## config.mk

```make
export PLATFORM = sky130hd
export DESIGN_NAME = sc_wordpacker
export DESIGN_NICKNAME = d
export VERILOG_FILES = /design/src/rtl/sc_wordpacker_pkg.sv /design/src/rtl/sc_wordpacker_timer.sv /design/src/rtl/sc_wordpacker.sv
export SDC_FILE = /design/constraint.sdc
export NUM_CORES = 1
export LEC_CHECK = 0
export BUFFER_PORTS_ARGS = -buffer_cell sky130_fd_sc_hd__buf_2
export CAP_MARGIN = 20
export CORE_UTILIZATION = 58
export DETAILED_ROUTE_END_ITERATION = 12
export HOLD_SLACK_MARGIN = 0.08
export PLACE_DENSITY = 0.83
export SETUP_SLACK_MARGIN = 0.05
export SYNTH_ARGS = -nofsm -noshare
export SYNTH_HDL_FRONTEND = slang
export SYNTH_SLANG_ARGS = --single-unit
```

## constraint.sdc

```tcl
create_clock -name SC_WORDPACKER_CLOCK_50 -period 2.1 [get_ports SC_WORDPACKER_CLOCK_50]
set_clock_uncertainty 0.05 [all_clocks]
set_input_delay 0.42 -clock SC_WORDPACKER_CLOCK_50 [delete_from_list [all_inputs] [get_ports SC_WORDPACKER_CLOCK_50]]
set_output_delay 0.42 -clock SC_WORDPACKER_CLOCK_50 [all_outputs]
set_load 0.03 [all_outputs]
```

## src/rtl/sc_wordpacker_pkg.sv

```systemverilog
`default_nettype none
// ============================================================================
//  Module   : sc_wordpacker_pkg
//  Purpose  : Shared definitions for the sc_wordpacker byte-to-word assembler.
//             Holds the packer state encoding and the byte lane width.
//  Ports    : none (package)
//  Revision : 1.0  initial release
// ============================================================================
package sc_wordpacker_pkg;

   // Width of one incoming byte lane.
   localparam int unsigned C_BYTE_W = 8;

   // Packer control states.
   typedef enum logic [1:0] {
      ST_IDLE    = 2'd0,
      ST_COLLECT = 2'd1,
      ST_LOAD    = 2'd2
   } wp_state_e;

endpackage : sc_wordpacker_pkg
`default_nettype wire

```

## src/rtl/sc_wordpacker_timer.sv

```systemverilog
`default_nettype none
// ============================================================================
//  Module   : sc_wordpacker_timer
//  Purpose  : Saturating idle-cycle counter. Counts every cycle in which
//             clear_i is low, holds at TIMEOUT, and flags expiry while the
//             count equals TIMEOUT.
//  Ports    : clk_i      - clock, rising edge
//             rst_i      - synchronous active-high reset
//             clear_i    - restart the count from zero at the next edge
//             expired_o  - count has reached TIMEOUT
//  Revision : 1.0  initial release
// ============================================================================
module sc_wordpacker_timer #(
   parameter int unsigned TIMEOUT = 1000
) (
   input  logic clk_i,
   input  logic rst_i,
   input  logic clear_i,
   output logic expired_o
);

   localparam int unsigned C_CNT_W = $clog2(TIMEOUT) + 1;
   localparam logic [C_CNT_W-1:0] C_LIMIT = C_CNT_W'(TIMEOUT);

   logic [C_CNT_W-1:0] count_q;
   logic [C_CNT_W-1:0] count_d;

   always_comb begin
      count_d = count_q;
      if (clear_i) begin
         count_d = '0;
      end else if (count_q != C_LIMIT) begin
         // Saturate at the limit so a long stall never wraps back to zero.
         count_d = count_q + C_CNT_W'(1);
      end
   end

   always_ff @(posedge clk_i) begin
      if (rst_i) begin
         count_q <= '0;
      end else begin
         count_q <= count_d;
      end
   end

   assign expired_o = (count_q == C_LIMIT);

endmodule : sc_wordpacker_timer
`default_nettype wire

```

## src/rtl/sc_wordpacker.sv

```systemverilog
`default_nettype none
// ============================================================================
//  Module   : sc_wordpacker
//  Purpose  : Packs a valid/ready byte stream big-endian into one
//             WORDPACKER_DATAWIDTH-bit word and issues a one-cycle active-low
//             load strobe to the downstream register stage.
//  Ports    : SC_WORDPACKER_CLOCK_50        - clock, rising edge
//             SC_WORDPACKER_RESET_InHigh    - synchronous active-high reset
//             SC_WORDPACKER_byte_InBus      - incoming byte
//             SC_WORDPACKER_valid_InHigh    - incoming byte valid
//             SC_WORDPACKER_ready_OutHigh   - byte can be accepted this cycle
//             SC_WORDPACKER_data_OutBus     - last completed word (registered)
//             SC_WORDPACKER_load_OutLow     - one-cycle load strobe, active low
//             SC_WORDPACKER_timeout_OutHigh - one-cycle partial-word discard
//  Config   : define WORDPACKER_TIMEOUT_EN to build the inter-byte timeout;
//             otherwise COLLECT waits indefinitely and timeout is tied low.
//             WORDPACKER_DATAWIDTH must be a multiple of 8 and at least 16.
//  Revision : 1.0  initial release
// ============================================================================
module sc_wordpacker
   import sc_wordpacker_pkg::*;
#(
   parameter int unsigned WORDPACKER_DATAWIDTH = 32,
   parameter int unsigned WORDPACKER_TIMEOUT   = 1000
) (
   input  logic                            SC_WORDPACKER_CLOCK_50,
   input  logic                            SC_WORDPACKER_RESET_InHigh,
   input  logic [C_BYTE_W-1:0]             SC_WORDPACKER_byte_InBus,
   input  logic                            SC_WORDPACKER_valid_InHigh,
   output logic                            SC_WORDPACKER_ready_OutHigh,
   output logic [WORDPACKER_DATAWIDTH-1:0] SC_WORDPACKER_data_OutBus,
   output logic                            SC_WORDPACKER_load_OutLow,
   output logic                            SC_WORDPACKER_timeout_OutHigh
);

   localparam int unsigned C_W     = WORDPACKER_DATAWIDTH;
   localparam int unsigned C_N     = C_W / C_BYTE_W;
   localparam int unsigned C_CNT_W = $clog2(C_N) + 1;
   localparam logic [C_CNT_W-1:0] C_LAST = C_CNT_W'(C_N - 1);

   wp_state_e           state_q, state_d;
   logic [C_CNT_W-1:0]  count_q, count_d;
   logic [C_W-1:0]      shift_q, shift_d;
   logic [C_W-1:0]      data_q,  data_d;
   logic                load_n_q, load_n_d;
   logic                timeout_q, timeout_d;

   logic                w_accept;
   logic                w_expired;
   logic [C_W-1:0]      w_shifted;

   // Ready depends on state only, so there is no combinational path from
   // valid back to ready.
   assign SC_WORDPACKER_ready_OutHigh = (state_q != ST_LOAD);
   assign w_accept  = SC_WORDPACKER_valid_InHigh & SC_WORDPACKER_ready_OutHigh;
   assign w_shifted = {shift_q[C_W-C_BYTE_W-1:0], SC_WORDPACKER_byte_InBus};

`ifdef WORDPACKER_TIMEOUT_EN
   sc_wordpacker_timer #(
      .TIMEOUT   (WORDPACKER_TIMEOUT)
   ) u_timer (
      .clk_i     (SC_WORDPACKER_CLOCK_50),
      .rst_i     (SC_WORDPACKER_RESET_InHigh),
      .clear_i   (w_accept | (state_q != ST_COLLECT)),
      .expired_o (w_expired)
   );
`else
   assign w_expired = 1'b0;
`endif

   always_comb begin
      state_d   = state_q;
      count_d   = count_q;
      shift_d   = shift_q;
      data_d    = data_q;
      load_n_d  = 1'b1;
      timeout_d = 1'b0;

      unique case (state_q)
         ST_IDLE: begin
            if (w_accept) begin
               // Widths of 16 and up mean the first byte never completes a word.
               shift_d = w_shifted;
               count_d = C_CNT_W'(1);
               state_d = ST_COLLECT;
            end
         end

         ST_COLLECT: begin
            // An accept in the same cycle as expiry takes priority.
            if (w_accept) begin
               if (count_q == C_LAST) begin
                  data_d   = w_shifted;
                  load_n_d = 1'b0;
                  shift_d  = '0;
                  count_d  = '0;
                  state_d  = ST_LOAD;
               end else begin
                  shift_d = w_shifted;
                  count_d = count_q + C_CNT_W'(1);
               end
            end else if (w_expired) begin
               shift_d   = '0;
               count_d   = '0;
               timeout_d = 1'b1;
               state_d   = ST_IDLE;
            end
         end

         ST_LOAD: begin
            state_d = ST_IDLE;
         end

         default: begin
            state_d = ST_IDLE;
            count_d = '0;
            shift_d = '0;
         end
      endcase
   end

   always_ff @(posedge SC_WORDPACKER_CLOCK_50) begin
      if (SC_WORDPACKER_RESET_InHigh) begin
         state_q   <= ST_IDLE;
         count_q   <= '0;
         shift_q   <= '0;
         data_q    <= '0;
         load_n_q  <= 1'b1;
         timeout_q <= 1'b0;
      end else begin
         state_q   <= state_d;
         count_q   <= count_d;
         shift_q   <= shift_d;
         data_q    <= data_d;
         load_n_q  <= load_n_d;
         timeout_q <= timeout_d;
      end
   end

   assign SC_WORDPACKER_data_OutBus     = data_q;
   assign SC_WORDPACKER_load_OutLow     = load_n_q;
   assign SC_WORDPACKER_timeout_OutHigh = timeout_q;

endmodule : sc_wordpacker
`default_nettype wire
```

# Word-level counts from Yosys, hierarchy flattened
# Index checks and enable logic that the tools add are counted.
[word_totals]
inputBits = 11
out_inout_bits = 35
regBits = 62
word_cells = 35
[op_classes]
n_addsub = 1
muxes = 13
n_reduce_logical = 5
n_bitwise = 4
n_eq_ne = 7
[op_table]
columns = ["op", "count"]
rows = [
  ["2-to-1 mux 24 bit", 3],
  ["one-hot mux 24 bit (3 select lines)", 1],
  ["2-to-1 mux 3 bit", 3],
  ["one-hot mux 3 bit (3 select lines)", 1],
  ["AND reduction 3 bit", 3],
  ["inequality test 2 bit (second input constant)", 4],
  ["2-to-1 mux 2 bit", 3],
  ["one-hot mux 2 bit (2 select lines)", 1],
  ["adder 3 x 1 -> 3 bit (second input constant)", 1],
  ["== test 3 x 2 -> 1 bit (second input constant)", 1],
  ["NOT 1 bit", 3],
  ["OR reduction 3 bit", 1],
  ["== test 2 x 1 -> 1 bit (second input constant)", 1],
  ["== test 2 bit (second input constant)", 1],
  ["logical NOT 2 bit", 1],
  ["AND 1 bit", 1],
  ["2-to-1 mux 1 bit", 1],
]

# Depth between registers and ports, before layout
# Gate-level depths: netlist of the first run.
[depth]
ltp_word = 4
depth_mapped = 6

# Worst setup path after synthesis of the first run
# Ideal clock, no wire load.
[synth_path]
path_type = "register to register"
startpoint = "reg count_q[0]"
endpoint = "reg data_q[10], in the netlist SC_WORDPACKER_data_OutBus[10]"
required_time_ns = 1.978
setup_slack_ns = 0.737
n_path_buf = 2
stages_incl_launch_ff = 7
setup_ns = 0.072
period_less_slack_ns = 1.363
t_arrival_ns = 1.242
path_cell_list = "dfxtp_1 ha_1 nand3b_4 nor3_2 buf_6 buf_12 mux2i_1"
[synth_between]
elab_chain_len = 2
[synth_rtl]
columns = ["item", "line", "text"]
rows = [
  ["start, declared", "sc_wordpacker.sv:42", "logic [C_CNT_W-1:0] count_q, count_d;"],
  ["start signal, assigned", "sc_wordpacker.sv:132", "count_q <= count_d;"],
  ["== test 3 x 2 -> 1 bit", "sc_wordpacker.sv:92", "if (count_q == C_LAST) begin"],
  ["AND reduction 3 bit (no source line)", "--", ""],
  ["end signal, assigned", "sc_wordpacker.sv:134", "data_q <= data_d;"],
  ["end, declared", "sc_wordpacker.sv:44", "logic [C_W-1:0] data_q, data_d;"],
]
# No other way between the ends.
# A chain may end at the register's enable or synchronous reset.

# Worst setup path in the final report of the first run
[layout_path]
startpoint = "reg state_q[1]"
endpoint = "out SC_WORDPACKER_ready_OutHigh"
[layout_between]
elab_chain_len = 1
[layout_rtl]
columns = ["item", "line", "text"]
rows = [
  ["start, declared", "sc_wordpacker.sv:41", "wp_state_e state_q, state_d;"],
  ["start signal, assigned", "sc_wordpacker.sv:131", "state_q <= state_d;"],
  ["inequality test 2 bit", "sc_wordpacker.sv:54", "assign SC_WORDPACKER_ready_OutHigh = (state_q != ST_LOAD);"],
  ["end, declared", "sc_wordpacker.sv:30", "output logic SC_WORDPACKER_ready_OutHigh,"],
]
# No other way between the ends.

==> flow_metrics.py, run 1 <==
metrics = {
    "synthesis": {
        "synthArstFlopShare": 0,
        "syn_nets": 237,
        "synth_cell_types": 26,
        "yosysTopAreaCellShare": 0.512,
        "synth_common_cells": "69 x nand2b_1, 62 x dfxtp_1, 32 x mux2i_1",
        "synth_most_common_cell": "nand2b_1",
        "synth_warnings": 0,
        "syn_area_mm2": 0.00242,
        "syn_inst": 225,
        "synth-seq-cells": 62,
        "synth_ff_type": "dfxtp_1",
        "synthTopCellsByArea": "dfxtp_1 51%, nand2b_1 18%, mux2i_1 13%",
        "synth-seq-area-share": 0.512,
        "syn_avg_cell_area_um2": 10.8,
        "synth_edf_count": 0,
        "yosysTopAreaCell": "dfxtp_1",
    },
    "global_routing": {
        "grt_max_degree": 64,
        "grt_pass1_vias": 1621,
        "grt_use_total": 0.221,
        "grt_overflow": 0,
        "grt_first_pass_wirelength_mm": 7.24,
        "grt_antenna_before_repair": 0,
    },
    "sta": {
        "final-setup-viol-count": 0,
        "slew_violations": 0,
        "worst_pin_slew_ps": 768,
        "final_hold_viol_count": 0,
        "fin_crit_sh": 0.805,
        "slew_headroom": 0.488,
        "fmax_mhz": 591,
        "tns_ps": 0,
        "grt_setup_unrepaired": "false",
        "period_needed_ps": 1690,
    },
    "setup_path": {
        "critPathMaxStageDelay_ps": 570,
        "critPathBufInv": 1,
        "crit_path_end_kind": "output port",
        "worstPathArrival_ps": 1220,
        "path_delay_family": "flip-flops",
        "worstPathCellList": "nand2b_1, buf_2",
        "cp.required_ps": 1630,
        "cp-start-kind": "register",
        "critPathKind": "reg2out",
        "cp_max_fo": 9,
        "crit_slowest_cell": "dfxtp_1",
        "r2r_slack_ps": 600,
    },
    "final_layout": {
        "utilization": 0.700,
        "fill_cells": 310,
        "regArea_mm2": 0.00124,
        "diodes": 0,
        "final_cell_area_mm2": 0.00280,
        "multi_input_area_mm2": 0.00106,
        "final_nets": 279,
        "area_growth_pct": 15.5,
        "final_layout_size_suffix_gt1_frac": 0.240,
    },
    "cts": {
        "cts_buffers": 9,
        "cts_tree": "built",
        "cts_buffer_depth": 2,
        "cts_resized": 0,
        "ctsHtreeMaxLevel": 3,
        "cts_root_buffer": "clkbuf_8",
        "post-cts-setup-buffer-count": 0,
        "clk_latency_ps": 330,
        "hold_buffers": 0,
        "cts.sinks": 62,
        "clk_pin_slew_ps": 60,
    },
    "drt": {
        "viasPerCell": 5.19,
        "drc": 0,
        "drt-pass1-iter-count": 4,
        "ant_nets": 0,
        "first_iter_violations": 66,
        "drt_wl_total_mm": 4.37,
        "vias": 1665,
        "post_drt_wl_per_cell_um": 13.6,
    },
    "floorplan": {
        "die_area_mm2": 0.00444,
        "initial_utilization": 0.606,
        "die_height_um": 66.6,
        "die_w_um": 66.6,
        "coreArea_mm2": 0.00400,
        "io_pins": 46,
        "rows": 23,
    },
    "place": {
        "placed_area_mm2": 0.00263,
        "routabilityCongestion": 0.698,
        "io_buffers": 44,
        "dp_hpwl_mm": 2.79,
    },
    "power": {
        "max-vdd-ir-drop_v": 0.000583,
        "power.density_mw_per_mm2": 790,
        "leakage_nw": 1.17,
    },
    "min_path": {
        "min_path_type": "in2reg",
    },
    "flow_run": {
        "maxCapViolations": 0,
    },
    "status": {
        "status": "finished clean",
    },
}
-- power by group --
| group | internal (W) | switching [W] | total (W) |
|---|---|---|---|
| Combinational | 0.0000508 | 0.0000589 | 0.000110 |
| Sequential | 0.00120 | 0.00000955 | 0.00121 |
| Clock | 0.000485 | 0.000410 | 0.000896 |
| Total | 0.00173 | 0.000479 | 0.00221 |
-- registers in the layout, summed over array words and instances (netlist names) --
signal / flops
shift_q: 24
SC_WORDPACKER_data_OutBus: 32
state_q: 2
count_q: 3
SC_WORDPACKER_load_OutLow: 1
-- kinds of logic after synthesis --
kind of cell / synth area share
DFF: 0.512
and+or+nand+nor: 0.211
muxes: 0.132
AOI/OAI and AO/OA: 0.0857
buffers and inverters: 0.0521
adders and majority gates: 0.00516
other: 0.00155
-- layout make-up --
class,count,share of cell area
timing repair buffer,48,0.0938
multi-input combinational,145,0.379
clock buffer,14,0.0581
sequential,62,0.443
inverter,1,0.00134
clock inverter,1,0.00179
tap,50,0.0223
-- metal layers --
| metal | routed length, um | GRT usage |
|---|---|---|
| met1 | 2050 | 0.263 |
| met2 | 2040 | 0.352 |
| met3 | 188 | 0.0548 |
| met4 | 86 | 0.144 |
| met5 | 0 | 0 |
-- worst paths after layout --
kind                           startpoint                           end  depth (start not counted)
max                            state_q[1]   SC_WORDPACKER_ready_OutHigh                          2
min           SC_WORDPACKER_byte_InBus[3]  SC_WORDPACKER_data_OutBus[3]                          3
max reg2reg                    count_q[0]  SC_WORDPACKER_data_OutBus[6]                          5
min reg2reg  SC_WORDPACKER_data_OutBus[3]  SC_WORDPACKER_data_OutBus[3]                          2
-- per-stage QoR --
step	std cells	hold WS (ps)	setup slack (ps)	power [W]
floorplan	225	386	737	0.00132
global placement	306	399	522	0.00134
detailed placement	306	409	467	0.00134
CTS	321	323	406	0.00222
global route	321	343	373	0.00229
finish	321	333	409	0.00221
-- worst reg2reg max path, stage by stage (launching register included) --
cell and delay, ps:
dfxtp_1 360, ha_1 240, nand3b_4 120, nor3_4 170, buf_12 250, mux2i_1 230
-- cell usage in the layout (no fill, tap or decap), drive strengths merged --
master and instances:
nand2b 69, nor2 2, a21o 2, dfxtp 62, o211a 1, nand3 1, clkinv 1, nor3 2
buf 48, inv 1, mux2i 32, nor2b 1, a21oi 3, and3b 1, ha 1, clkbuf 14
conb 1, a221oi 1, nand3b 1, a2111oi 1, nand2 2, o22ai 24
Note: power is estimated with default switching activity, not from simulation.
==> inputs of run 2 (changes only) <==
--- a/config.mk
+++ b/config.mk
@@ -5,12 +5,13 @@
 export SDC_FILE = /design/constraint.sdc
 export NUM_CORES = 1
 export LEC_CHECK = 0
+export ABC_AREA = 1
 export BUFFER_PORTS_ARGS = -buffer_cell sky130_fd_sc_hd__buf_2
 export CAP_MARGIN = 20
-export CORE_UTILIZATION = 58
+export CORE_UTILIZATION = 54
 export DETAILED_ROUTE_END_ITERATION = 12
 export HOLD_SLACK_MARGIN = 0.08
-export PLACE_DENSITY = 0.83
+export PLACE_DENSITY = 0.78
 export SETUP_SLACK_MARGIN = 0.05
 export SYNTH_ARGS = -nofsm -noshare
 export SYNTH_HDL_FRONTEND = slang
==> constraint.sdc (replaced) <==
create_clock -name SC_WORDPACKER_CLOCK_50 -period 1.8 [get_ports SC_WORDPACKER_CLOCK_50]
set_clock_uncertainty 0.05 [all_clocks]
set_input_delay 0.36 -clock SC_WORDPACKER_CLOCK_50 [delete_from_list [all_inputs] [get_ports SC_WORDPACKER_CLOCK_50]]
set_output_delay 0.36 -clock SC_WORDPACKER_CLOCK_50 [all_outputs]
set_load 0.03 [all_outputs]
==> run 2 against run 1 <==
Register-to-register slack got worse by 210 ps. Wire length increased by 13%. Critical path type unchanged. Critical path depth increased by 1. Via count grew 31%. Clock power is 36% higher. Count of clock-buffer cells in the layout shrank 2. Sequential power grew 17%. Combinational power grew 23%. Sequential cell count unchanged. Highest routed layer unchanged. Sequential share of layout area decreased by 1.7 points. Synthesized cell count grew 54%.
==> flow_metrics.py, run 2 <==
metrics = {
    "status": {
        "status": "finished clean",
    },
    "synthesis": {
        "syn_inst": 346,
        "syn_nets": 358,
        "synth_most_common_cell": "nand2_1",
        "synth_cell_types": 20,
        "synth_warnings": 0,
        "yosysTopAreaCellShare": 0.499,
        "yosysTopAreaCell": "dfxtp_1",
        "synth_common_cells": "69 x nand2_1, 66 x nor2_1, 62 x dfxtp_1",
        "synthTopCellsByArea": "dfxtp_1 50%, nand3_1 11%, nand2_1 10%",
        "synth_ff_type": "dfxtp_1",
        "syn_avg_cell_area_um2": 7.19,
        "syn_area_mm2": 0.00249,
        "synth_edf_count": 0,
        "synth-seq-area-share": 0.499,
        "synth-seq-cells": 62,
        "synthArstFlopShare": 0,
    },
    "place": {
        "dpl_worst_slack_ps": 387,
        "placed_area_mm2": 0.00271,
        "dp_hpwl_mm": 3.21,
        "io_buffers": 44,
        "routabilityCongestion": 0.764,
    },
    "final_layout": {
        "diodes": 0,
        "layout_commonest_cell": "nand2_1",
        "final_nets": 399,
        "area_growth_pct": 17.0,
        "fill_cells": 415,
        "largest_reg_flops": 32,
        "final_cell_area_mm2": 0.00291,
        "final_layout_size_suffix_gt1_frac": 0.184,
        "mostFrequentLayoutCells": "69 x nand2_1, 66 x nor2_1, 62 x dfxtp_1, 54 x nand3_1, 44 x buf_2",
    },
    "flow_run": {
        "maxCapViolations": 0,
    },
    "cts": {
        "clk_latency_ps": 340,
        "cts_resized": 0,
        "cts_tree": "built",
        "cts.sinks": 62,
        "ctsHtreeMaxLevel": 3,
        "cts_buffers": 9,
        "cts_buffer_depth": 2,
        "hold_buffers": 0,
        "cts_root_buffer": "clkbuf_8",
        "clk_pin_slew_ps": 60,
        "post-cts-setup-buffer-count": 0,
    },
    "sta": {
        "period_needed_ps": 1580,
        "tns_ps": 0,
        "slew_violations": 0,
        "final-setup-viol-count": 0,
        "final_hold_viol_count": 0,
        "layout_setup_ws_ps": 217,
        "fmax_mhz": 632,
        "grt_setup_unrepaired": "false",
        "fin_crit_sh": 0.879,
        "whs_ps": 247,
    },
    "setup_path": {
        "worstRegToRegCells": 7,
        "crit_path_end_kind": "output port",
        "critPathKind": "reg2out",
        "cp-start-kind": "register",
        "worstPathCellList": "inv_1, nand2_1, buf_2",
        "worstPathArrival_ps": 1170,
        "crit_slowest_cell": "dfxtp_1",
        "cp_max_fo": 6,
        "cp.required_ps": 1390,
        "critPathMaxStageDelay_ps": 440,
    },
    "global_routing": {
        "grt_first_pass_wirelength_mm": 8.63,
        "grt_pass1_vias": 1969,
        "grt_antenna_before_repair": 0,
        "grt_overflow": 0,
        "grt_use_total": 0.226,
        "grt_max_degree": 59,
    },
    "power": {
        "comb_power_share": 0.049,
        "power.density_mw_per_mm2": 950,
        "power_frac_clock": 0.439,
        "max-vdd-ir-drop_v": 0.000660,
        "switchingPower_w": 0.000614,
        "pwr-share-seq": 0.512,
        "leakage_nw": 1.28,
        "p_sw_frac": 0.222,
        "fin_total_pwr_w": 0.00277,
        "internal_power_w": 0.00215,
    },
    "floorplan": {
        "coreArea_mm2": 0.00438,
        "initial_utilization": 0.568,
        "die_height_um": 69.9,
        "die_w_um": 69.9,
        "die_area_mm2": 0.00488,
        "io_pins": 46,
        "rows": 24,
    },
    "drt": {
        "drt_wl_total_mm": 4.95,
        "viasPerCell": 4.92,
        "drc": 0,
        "post_drt_wl_per_cell_um": 11.2,
        "vias": 2183,
        "ant_nets": 0,
        "first_iter_violations": 102,
        "drt-pass1-iter-count": 4,
    },
    "min_path": {
        "min_path_type": "in2reg",
        "holdPathStages": 3,
    },
}
## run 2: path summary, 6_finish.rpt
kind                          startpoint                            to  slack (ps)
min          SC_WORDPACKER_byte_InBus[1]                    shift_q[1]         250
min reg2reg                   count_q[2]                    count_q[2]         400
max                           state_q[0]   SC_WORDPACKER_ready_OutHigh         220
max reg2reg                   count_q[0]  SC_WORDPACKER_data_OutBus[8]         390
## run 2: power groups by stage
stage	registers (W)	clock network, W	logic, W
6_report	0.00142	0.00122	0.000135
5_1_grt	0.00142	0.00130	0.000156
4_1_cts	0.00142	0.00124	0.000135
3_5_place_dp	0.00145	0	0.000135
3_3_place_gp	0.00144	0	0.000133
2_1_floorplan	0.00144	0	0.0000995
## run 2: per-layer routing
metal / global-route usage / wire length, um / up-vias
li1: - / - / 1154
met1: 0.278 / 2280 / 959
met2: 0.357 / 2310 / 58
met3: 0.0447 / 223 / 12
met4: 0.156 / 141 / 0
met5: 0 / 0 / -
## run 2: cells by family (layout without fill, tap and decap cells)
logic type,Yosys count,after routing,share of synthesized area
AND/OR/NAND/NOR,193,193,0.323
flip-flops,62,62,0.499
AO/OA/AOI/OAI,29,29,0.0583
other,1,1,0.00151
buffers and inverters,60,106,0.113
adder cells (fa/ha/maj),1,1,0.00503
## run 2: per-stage QoR
| step | utilization | instances |
|---|---|---|
| after floorplan | - | 346 |
| after global placement | 0.619 | 428 |
| after detailed placement | 0.619 | 428 |
| after CTS | 0.664 | 444 |
| after global routing | 0.664 | 444 |
| final | 0.664 | 444 |
## run 2: area by class of cell
type	count	area, um2	share of cell area
Clock buffer	12	155	0.0533
Clock inverter	4	45.0	0.0155
Multi-Input combinational cell	224	971	0.333
Timing Repair Buffer	52	293	0.101
Inverter	38	143	0.0490
Tap cell	52	65.1	0.0223
Sequential cell	62	1240	0.426
## run 2: critical path, delay by kind of cell (launching register included)
kind | cells | cell delay, ps
buf+inv | 2 | 310
simple gates | 1 | 90
flops | 1 | 440
